[src/rtl/minterm_lut_pkg.sv]
// Shared types and constants for the minterm LUT bank.
// Optional feature macro: MINTERM_LUT_HITCNT_EN (per-channel hit counters).
package minterm_lut_pkg;

    typedef enum logic [1:0] {
        ST_IDLE   = 2'd0,
        ST_LOAD   = 2'd1,
        ST_COMMIT = 2'd2
    } load_state_t;

    localparam logic [15:0] DEFAULT_TABLE = 16'h38F0;  // minterms 4,5,6,7,11,12,13
    localparam int          HIT_W         = 16;

endpackage

[src/rtl/minterm_lut_bank_if.sv]
// Evaluation and configuration bus of the minterm LUT bank.
// Optional feature macro: MINTERM_LUT_HITCNT_EN adds hit_cnt.
interface minterm_lut_bank_if #(
    parameter int N  = 4,
    parameter int CH = 2
);
    localparam int CHW = (CH > 1) ? $clog2(CH) : 1;

    logic           in_valid;
    logic [N-1:0]   in_x;
    logic           out_valid;
    logic [CH-1:0]  out_y;
    logic           cfg_start;
    logic [CHW-1:0] cfg_ch;
    logic           cfg_valid;
    logic           cfg_bit;
    logic           cfg_abort;
    logic           cfg_busy;
    logic           cfg_done;
`ifdef MINTERM_LUT_HITCNT_EN
    logic [CH*16-1:0] hit_cnt;

    modport master (output in_valid, in_x, cfg_start, cfg_ch, cfg_valid, cfg_bit, cfg_abort,
                    input  out_valid, out_y, cfg_busy, cfg_done, hit_cnt);
    modport slave  (input  in_valid, in_x, cfg_start, cfg_ch, cfg_valid, cfg_bit, cfg_abort,
                    output out_valid, out_y, cfg_busy, cfg_done, hit_cnt);
`else
    modport master (output in_valid, in_x, cfg_start, cfg_ch, cfg_valid, cfg_bit, cfg_abort,
                    input  out_valid, out_y, cfg_busy, cfg_done);
    modport slave  (input  in_valid, in_x, cfg_start, cfg_ch, cfg_valid, cfg_bit, cfg_abort,
                    output out_valid, out_y, cfg_busy, cfg_done);
`endif

endinterface

[src/rtl/minterm_lut_loader.sv]
// Serial table loader: shifts a table in MSB first, then commits it in one cycle.
//
//   state     | meaning
//   ----------+------------------------------------------------
//   ST_IDLE   | waiting for cfg_start on a valid channel
//   ST_LOAD   | shifting bits into the shadow register
//   ST_COMMIT | one cycle; shadow is written to the table at its end
module minterm_lut_loader
    import minterm_lut_pkg::*;
#(
    parameter int N   = 4,
    parameter int CH  = 2,
    parameter int CHW = 1
) (
    input  logic              clk,
    input  logic              rst,
    input  logic              i_start,
    input  logic [CHW-1:0]    i_ch,
    input  logic              i_valid,
    input  logic              i_bit,
    input  logic              i_abort,
    output logic              o_busy,
    output logic              o_done,
    output logic              o_commit,
    output logic [CHW-1:0]    o_ch,
    output logic [2**N-1:0]   o_shadow
);
    load_state_t    r_state;
    load_state_t    w_next;
    logic [N:0]     r_cnt;
    logic [CHW-1:0] r_ch;
    logic [2**N-1:0] r_shadow;
    logic           w_ch_ok;
    logic           w_last;

    assign w_ch_ok = (32'(i_ch) < CH);
    assign w_last  = (r_cnt == (N+1)'(2**N - 1));

    // Next-state decode; abort takes priority over the final bit.
    always_comb begin
        w_next = r_state;
        case (r_state)
            ST_IDLE:   if (i_start && w_ch_ok) w_next = ST_LOAD;
            ST_LOAD: begin
                if (i_abort)                 w_next = ST_IDLE;
                else if (i_valid && w_last)  w_next = ST_COMMIT;
            end
            ST_COMMIT: w_next = ST_IDLE;
            default:   w_next = ST_IDLE;
        endcase
    end

    // State register plus shadow/counter/channel datapath.
    always_ff @(posedge clk) begin
        if (rst) begin
            r_state  <= ST_IDLE;
            r_cnt    <= '0;
            r_ch     <= '0;
            r_shadow <= '0;
        end else begin
            r_state <= w_next;
            case (r_state)
                ST_IDLE: begin
                    if (i_start && w_ch_ok) begin
                        r_ch     <= i_ch;
                        r_shadow <= '0;
                        r_cnt    <= '0;
                    end
                end
                ST_LOAD: begin
                    if (i_abort) begin
                        r_shadow <= '0;
                        r_cnt    <= '0;
                    end else if (i_valid) begin
                        r_shadow <= {r_shadow[2**N-2:0], i_bit};
                        r_cnt    <= r_cnt + 1'b1;
                    end
                end
                default: ;
            endcase
        end
    end

    assign o_busy   = (r_state != ST_IDLE);
    assign o_done   = (r_state == ST_COMMIT);
    assign o_commit = (r_state == ST_COMMIT);
    assign o_ch     = r_ch;
    assign o_shadow = r_shadow;

endmodule

[src/rtl/minterm_lut_bank.sv]
// Multi-channel programmable sum-of-minterms evaluator with registered output.
// Optional feature macro: MINTERM_LUT_HITCNT_EN (saturating per-channel hit counters).
module minterm_lut_bank
    import minterm_lut_pkg::*;
#(
    parameter int                N           = 4,
    parameter int                CH          = 2,
    parameter logic [2**N-1:0]   RESET_TABLE = (2**N)'(DEFAULT_TABLE)
) (
    input  logic               clk,
    input  logic               rst,
    minterm_lut_bank_if.slave  bus
);
    localparam int CHW = (CH > 1) ? $clog2(CH) : 1;

    logic [2**N-1:0] r_table [CH];
    logic            r_out_valid;
    logic [CH-1:0]   r_out_y;
    logic            w_commit;
    logic [CHW-1:0]  w_ch;
    logic [2**N-1:0] w_shadow;
    logic [CH-1:0]   w_hit;

    minterm_lut_loader #(.N(N), .CH(CH), .CHW(CHW)) u_loader (
        .clk      (clk),
        .rst      (rst),
        .i_start  (bus.cfg_start),
        .i_ch     (bus.cfg_ch),
        .i_valid  (bus.cfg_valid),
        .i_bit    (bus.cfg_bit),
        .i_abort  (bus.cfg_abort),
        .o_busy   (bus.cfg_busy),
        .o_done   (bus.cfg_done),
        .o_commit (w_commit),
        .o_ch     (w_ch),
        .o_shadow (w_shadow)
    );

    // Per-channel lookup of the current input vector in the live tables.
    always_comb begin
        w_hit = '0;
        for (int c = 0; c < CH; c++) w_hit[c] = r_table[c][bus.in_x];
    end

    // Table storage; the committed shadow lands at the end of the commit cycle.
    always_ff @(posedge clk) begin
        if (rst) begin
            for (int c = 0; c < CH; c++) r_table[c] <= RESET_TABLE;
        end else if (w_commit) begin
            for (int c = 0; c < CH; c++)
                if (w_ch == CHW'(c)) r_table[c] <= w_shadow;
        end
    end

    // Evaluation register; out_y holds when no request is present.
    always_ff @(posedge clk) begin
        if (rst) begin
            r_out_valid <= 1'b0;
            r_out_y     <= '0;
        end else begin
            r_out_valid <= bus.in_valid;
            if (bus.in_valid) r_out_y <= w_hit;
        end
    end

    assign bus.out_valid = r_out_valid;
    assign bus.out_y     = r_out_y;

`ifdef MINTERM_LUT_HITCNT_EN
    logic [HIT_W-1:0] r_hit [CH];

    // Saturating hit counters, counted on the same edge the result is registered.
    always_ff @(posedge clk) begin
        if (rst) begin
            for (int c = 0; c < CH; c++) r_hit[c] <= '0;
        end else if (bus.in_valid) begin
            for (int c = 0; c < CH; c++)
                if (w_hit[c] && (r_hit[c] != '1)) r_hit[c] <= r_hit[c] + 1'b1;
        end
    end

    for (genvar g = 0; g < CH; g++) begin : g_hit
        assign bus.hit_cnt[g*HIT_W +: HIT_W] = r_hit[g];
    end
`endif

endmodule
[src/flat_wrapper.sv]
// flat-port wrapper written by rule: the top's interface ports become plain ports
module minterm_lut_bank_flat import minterm_lut_pkg::*;
#(
    parameter int                N           = 4,
    parameter int                CH          = 2,
    parameter logic [2**N-1:0]   RESET_TABLE = (2**N)'(DEFAULT_TABLE)
)
  (clk, rst, bus_in_valid, bus_in_x, bus_cfg_start, bus_cfg_ch, bus_cfg_valid, bus_cfg_bit, bus_cfg_abort, bus_out_valid, bus_out_y, bus_cfg_busy, bus_cfg_done);
  minterm_lut_bank_if #(.N(N), .CH(CH)) bus_i ();
  input  logic clk;
  input  logic rst;
  input wire logic [$bits(bus_i.in_valid)-1:0] bus_in_valid;
  input wire logic [$bits(bus_i.in_x)-1:0] bus_in_x;
  input wire logic [$bits(bus_i.cfg_start)-1:0] bus_cfg_start;
  input wire logic [$bits(bus_i.cfg_ch)-1:0] bus_cfg_ch;
  input wire logic [$bits(bus_i.cfg_valid)-1:0] bus_cfg_valid;
  input wire logic [$bits(bus_i.cfg_bit)-1:0] bus_cfg_bit;
  input wire logic [$bits(bus_i.cfg_abort)-1:0] bus_cfg_abort;
  output wire logic [$bits(bus_i.out_valid)-1:0] bus_out_valid;
  output wire logic [$bits(bus_i.out_y)-1:0] bus_out_y;
  output wire logic [$bits(bus_i.cfg_busy)-1:0] bus_cfg_busy;
  output wire logic [$bits(bus_i.cfg_done)-1:0] bus_cfg_done;
  assign bus_i.in_valid = bus_in_valid;
  assign bus_i.in_x = bus_in_x;
  assign bus_i.cfg_start = bus_cfg_start;
  assign bus_i.cfg_ch = bus_cfg_ch;
  assign bus_i.cfg_valid = bus_cfg_valid;
  assign bus_i.cfg_bit = bus_cfg_bit;
  assign bus_i.cfg_abort = bus_cfg_abort;
  assign bus_out_valid = bus_i.out_valid;
  assign bus_out_y = bus_i.out_y;
  assign bus_cfg_busy = bus_i.cfg_busy;
  assign bus_cfg_done = bus_i.cfg_done;
  minterm_lut_bank #(.N(N), .CH(CH), .RESET_TABLE(RESET_TABLE)) u_core (.clk(clk), .rst(rst), .bus(bus_i));
endmodule
[config.mk]
export PLATFORM = sky130hd
export DESIGN_NAME = minterm_lut_bank_flat
export DESIGN_NICKNAME = d
export VERILOG_FILES = /design/src/rtl/minterm_lut_pkg.sv /design/src/rtl/minterm_lut_bank_if.sv /design/src/rtl/minterm_lut_loader.sv /design/src/rtl/minterm_lut_bank.sv /design/src/flat_wrapper.sv
export SDC_FILE = /design/constraint.sdc
export NUM_CORES = 1
export LEC_CHECK = 0
export ABC_AREA = 1
export CORE_AREA = 8 8 97 99
export CTS_CLUSTER_SIZE = 12
export DETAILED_ROUTE_END_ITERATION = 8
export DIE_AREA = 0 0 105 107
export PLACE_DENSITY_LB_ADDON = 0.05
export SLEW_MARGIN = 40
export SYNTH_ARGS = -nofsm -noshare
export SYNTH_HDL_FRONTEND = slang
export SYNTH_SLANG_ARGS = --single-unit
[constraint.sdc]
create_clock -name clk -period 2.25 [get_ports clk]
set_input_delay 0.45 -clock clk [delete_from_list [all_inputs] [get_ports clk]]
set_output_delay 0.45 -clock clk [all_outputs]
set_load 0.005 [all_outputs]
==> results of run 1 <==
==> final timing paths <==
| check | endpoint | depth (start not counted) | slack (ps) |
|---|---|---|---|
| min | u_core.u_loader.o_shadow[15] | 2 | 480 |
| max reg2reg | u_core.r_table[0][11] | 5 | 770 |
| min reg2reg | u_core.u_loader.o_shadow[15] | 2 | 480 |
| max | bus_cfg_done | 3 | 230 |
==> final cells by class <==
class	instances	area [µm²]	share of cell area, %
inverters	39	146	4.70
repair buffers	24	233	7.47
clock buffers	10	128	4.10
clock inverters	6	80.1	2.57
well taps	105	131	4.22
flip-flops and latches	59	1500	48.2
multi-input cells	161	895	28.7
==> worst reg2reg max path: cells and delay by family, from the launching register on <==
family	cells	cell delay (ps)
simple gates	1	200
flops	1	440
buf+inv	3	400
compound gates	1	120
==> per-layer routing <==
metal | vias to the layer above | part of all wire (%) | track usage [%] | routed length [µm]
li1 | 925 | - | - | -
met1 | 812 | 49 | 11.4 | 2530
met2 | 17 | 46 | 16.2 | 2350
met3 | 9 | 2.7 | 2.76 | 141
met4 | 0 | 2.3 | 6.83 | 118
met5 | - | 0 | 0 | 0
==> cell usage after synthesis (all sizes together) <==
| master | number |
|---|---|
| a211oi | 18 |
| a21oi | 3 |
| buf | 10 |
| dfxtp | 27 |
| edfxtp | 32 |
| ha | 2 |
| inv | 39 |
| nand2 | 60 |
| nand3 | 27 |
| nor2 | 42 |
| nor3 | 3 |
| nor3b | 1 |
| o211ai | 1 |
| o21ai | 4 |
==> flip-flops by register name, indices dropped and copies added (netlist names) <==
name,count
u_core.u_loader.r_state,2
u_core.u_loader.o_shadow,16
u_core.bus.out_valid,1
u_core.r_table,32
u_core.u_loader.o_ch,1
u_core.bus.out_y,2
u_core.u_loader.r_cnt,5
==> where the power goes <==
part / total, mW / internal (mW) / switching (mW) / leakage [nW]
sequential: 1.20 / 1.18 / 0.0200 / 0.504
combinational: 0.264 / 0.101 / 0.163 / 0.532
clock: 1.03 / 0.615 / 0.412 / 0.101
==> logic make-up (layout without fill, tap and decap cells) <==
logic type / after synthesis / count (layout) / share of synthesized area (%)
AOI/OAI and AO/OA: 26 / 26 / 10.8
and+or+nand+nor: 133 / 133 / 22.0
adders and majority gates: 2 / 2 / 0.944
DFF: 59 / 59 / 56.6
buffers and inverters: 49 / 79 / 9.63
==> per-stage QoR <==
step           hold WS, ps  setup WS [ps]  cells
2_1_floorplan          452            361    269
3_3_place_gp           470            302    388
3_5_place_dp           473            294    388
4_1_cts                484            183    404
5_1_grt                496            109    404
6_report               484            229    404
==> run_results.csv, run 1 <==
group,metric,value,unit
logic_synthesis,synthCells,269,
floorplanning,ioPinCount,17,
logic_synthesis,synth_top_area_share,36.2,%
critical_path,path_cells,"inv_1, nor2_1, clkdlybuf4s50_1",
logic_synthesis,ys_warn_count,0,
grt,grt_overflow,0,
route,vias_per_cell,4.36,
floorplanning,die-area,11200,µm²
sta,hold_violations,0,
pwr,ir_worst_vdd,0.361,mV
route,routed_wl,5140,µm
route,drc,0,
sta,worst_pin_slew,292,ps
floorplanning,start_util,33.4,%
logic_synthesis,synth_area,2650,µm²
pwr,p_per_area,798,nW/µm²
logic_synthesis,yosysTopAreaCell,"edfxtp_1",
sta,clock_skew,7.82,ps
finish,areaGrowthSynthToFinish,17.5,%
min_path,min_path_type,"register to register",
finish,nets,308,
logic_synthesis,synth_nets,283,
pwr,totalPowerFinal,2.49,mW
clock_network,cts_hold_buf,0,
route,firstDrtPassIters,6,
critical_path,critical-path-top-delay-family,"buffers and inverters",
sta,setup_viol,0,
clock_network,cts_buffers,9,
finish,final_common_cell,"nand2_1",
finish,postLayoutCoreUtil,39.3,%
critical_path,rr_startpoint,"u_core.u_loader.r_state[1]",
finish,final_cell_mix,"nand2_1 (58), inv_1 (34), nor2_1 (33), edfxtp_1 (32)",
grt,grt_pass1_wl,8750,µm
logic_synthesis,ys_seq_area_share,56.6,%
min_path,hold_start,"u_core.u_loader.o_shadow[15]",
grt,first_global_vias,1863,
clock_network,root_buffer,"clkbuf_8",
route,first_iter_violations,57,
critical_path,critPathMaxFanout,4,
run_status,outcome,"complete, no violations",
critical_path,worstPathArrival,1570,ps
clock_network,h-tree-depth,3,
clock_network,tritoncts,"built",
critical_path,critPathSlowestCell,"clkdlybuf4s50_1",
finish,postLayoutCellArea,3110,µm²
logic_synthesis,synth_area_leaders,"edfxtp_1 (36%), dfxtp_1 (20%), a211oi_2 (8.5%)",
clock_network,clockBufferDepth,2,
critical_path,cp-startpoint,"u_core.u_loader.r_state[1]",
placement,port_buffers,16,
placement,placed_area,2910,µm²
clock_network,cts_setup_buffers,0,
grt,grt_use_total,10.0,%
critical_path,end_kind,"output port",
floorplanning,row_count,33,
logic_synthesis,ys_ff_latch,59,
sta,maxSlewViolCount,0,
sta,rsz0062_at_grt,"no",
clock_network,clock-sinks,59,
logic_synthesis,synth_cell_type_count,25,
sta,fin_crit_sh,89.8,%
floorplanning,die_w,105,µm
sta,timing.fmax,495,MHz
critical_path,critPathBufInv,2,
critical_path,max_stage_delay,550,ps
pwr,p_leak,1.14,nW
clock_network,clock_latency,330,ps
finish,fillers,844,
finish,antenna_cells,0,
route,vias,1763,
critical_path,cp-start-kind,"register",
placement,gp_routability_congestion,0.676,
floorplanning,design.core.area,7930,µm²
sta,min_period,2020,ps
sta,finalSetupTns,0,ps
route,wl_per_cell,12.7,µm
critical_path,crit_type,"register to output port",
grt,grt_max_degree,22,
clock_network,post_cts_resized,0,
run,drv_cap,0,
sta,max_slew_margin,80.5,%
grt,antenna_found_initial,0,
route,postRouteAntennaNets,0,
clock_network,path_clk_slew,70,ps
placement,hpwl,3670,µm
critical_path,cp.required,1800,ps
finish,drive_above_1_share,20.1,%
logic_synthesis,syn_area_per_cell,9.86,µm²
floorplanning,die-height,107,µm
(Power assumes the default switching activity.)
==> run 2, diff against run 1 <==
--- a/config.mk
+++ b/config.mk
@@ -6,10 +6,10 @@
 export NUM_CORES = 1
 export LEC_CHECK = 0
 export ABC_AREA = 1
-export CORE_AREA = 8 8 97 99
+export CORE_AREA = 8 8 91 93
 export CTS_CLUSTER_SIZE = 12
 export DETAILED_ROUTE_END_ITERATION = 8
-export DIE_AREA = 0 0 105 107
+export DIE_AREA = 0 0 99 101
 export PLACE_DENSITY_LB_ADDON = 0.05
 export SLEW_MARGIN = 40
 export SYNTH_ARGS = -nofsm -noshare
==> run_results.csv, run 2 (synthesis results as in run 1) <==
group,metric,value,unit
floorplanning,design.core.area,6940,µm²
route,vias,1758,
floorplanning,die-area,10000,µm²
run_status,outcome,"complete, no violations",
route,postRouteAntennaNets,0,
sta,min_period,2050,ps
sta,maxSlewViolCount,0,
grt,antenna_found_initial,0,
sta,worst_pin_slew,253,ps
clock_network,path_clk_slew,80,ps
clock_network,cts_buffers,9,
critical_path,cp-start-kind,"register",
finish,top_register,"u_core.r_table",
grt,grt.met3_usage,3.66,%
route,routed_wl,5100,µm
floorplanning,ioPinCount,17,
critical_path,worstPathArrival,1600,ps
route,drc,0,
route,firstDrtPassIters,4,
grt,grt_use_total,11.5,%
finish,final_cell_mix,"nand2_1 (58), inv_1 (34), nor2_1 (33), edfxtp_1 (32)",
clock_network,root_buffer,"clkbuf_8",
grt,use_met2,17.0,%
clock_network,clock_latency,340,ps
grt,grt_pass1_wl,8760,µm
grt,top_usage_layer,"met2",
clock_network,cts_hold_buf,0,
finish,fillers,676,
grt,grt_use_met1,14.6,%
finish,final_common_cell,"nand2_1",
clock_network,clock-sinks,59,
pwr,totalPowerFinal,2.36,mW
floorplanning,start_util,38.2,%
floorplanning,die_w,99,µm
min_path,min_path_type,"register to register",
critical_path,cp-startpoint,"u_core.u_loader.r_state[1]",
clock_network,clockBufferDepth,2,
critical_path,critPathMaxFanout,4,
sta,finalSetupTns,0,ps
critical_path,reg2reg_setup_slack,740,ps
grt,grt_overflow,0,
placement,port_buffers,16,
pwr,p_leak,1.12,nW
floorplanning,row_count,31,
sta,fin_crit_sh,91.2,%
grt,first_global_vias,1757,
floorplanning,die-height,101,µm
sta,rsz0062_at_grt,"no",
min_path,holdPathStages,2,
finish,postLayoutCoreUtil,44.2,%
critical_path,cp.required,1800,ps
grt,grt_max_degree,35,
route,first_iter_violations,61,
clock_network,h-tree-depth,3,
finish,antenna_cells,0,
clock_network,tritoncts,"built",
pwr,p_per_area,770,nW/µm²
run,drv_cap,0,
critical_path,r2r_cells,6,
finish,drive_above_1_share,20.8,%
sta,clock_skew,6.91,ps
placement,gp_routability_congestion,0.695,
critical_path,endpoint,"bus_cfg_done",
sta,fin_ws,199,ps
critical_path,end_kind,"output port",
critical_path,crit_type,"register to output port",
finish,areaGrowthSynthToFinish,15.7,%
route,wl_per_cell,13.4,µm
finish,largest_register_ffs,32,
sta,timing.fmax,488,MHz
clock_network,post_cts_resized,0,
critical_path,r2r-end,"u_core.r_table[0][10]",
placement,hpwl,3650,µm
clock_network,cts_setup_buffers,0,
pwr,ir_worst_vdd,0.279,mV
route,vias_per_cell,4.63,
sta,max_slew_margin,83.1,%
sta,hold_violations,0,
sta,setup_viol,0,
placement,place_ws,374,ps
critical_path,rr_startpoint,"u_core.u_loader.r_state[1]",
finish,nets,307,
==> run 2: cell types whose count changed in the layout (fill, tap and decap cells not counted), sizes merged <==
cell / before / now
inv: 39 / 43
bufinv: 2 / 0
clkinvlp: 1 / 3
clkinv: 3 / 0
clkbuf: 10 / 9
buf: 8 / 7
==> run 2: worst max-delay path, cell delays in order (launching register included) <==
cell and delay, ps:
dfxtp_1 450, inv_1 60, nor2_1 210, clkdlybuf4s50_1 550
==> run 2: how the worst min path moves through the flow <==
stage / from / end / slack, ps
floorplan: u_core.u_loader.o_shadow[15] / u_core.u_loader.o_shadow[15] / 450
global placement: u_core.u_loader.o_shadow[15] / u_core.u_loader.o_shadow[15] / 460
detailed placement: u_core.u_loader.o_shadow[15] / u_core.u_loader.o_shadow[15] / 470
finish: u_core.u_loader.o_shadow[15] / u_core.u_loader.o_shadow[15] / 480
global route: u_core.u_loader.o_shadow[15] / u_core.u_loader.o_shadow[15] / 510
CTS: u_core.u_loader.o_shadow[15] / u_core.u_loader.o_shadow[15] / 490
==> run 2: layout make-up <==
cell class	count	area [µm²]	share of cell area [%]
multi-input combinational	161	895	29.2
clock buffer	9	124	4.04
clock inverter	7	60.1	1.96
tap	82	103	3.35
sequential	59	1500	49.0
timing repair buffer	23	238	7.75
inverter	39	146	4.77
==> run 2: report_power, final <==
group	switching (mW)	leakage [nW]	internal, mW	total [mW]
Combinational	0.159	0.532	0.103	0.262
Sequential	0.0221	0.504	1.17	1.20
Clock	0.485	0.0848	0.418	0.903
Total	0.666	1.12	1.70	2.36
==> run 2: per-layer routing <==
layer	wire, µm	vias to the layer above	share of wire (%)
met1	2590	805	51
li1	-	929	-
met3	167	7	3.3
met5	0	-	0
met2	2240	17	44
met4	105	0	2.1
==> run 2: per-stage QoR <==
step | instances | hold WS [ps] | instance area (µm²)
3_3_place_gp | 364 | 465 | 2880
4_1_cts | 380 | 486 | 3070
6_report | 380 | 483 | 3070
3_5_place_dp | 364 | 475 | 2880
2_1_floorplan | 269 | 452 | 2650
5_1_grt | 380 | 514 | 3070
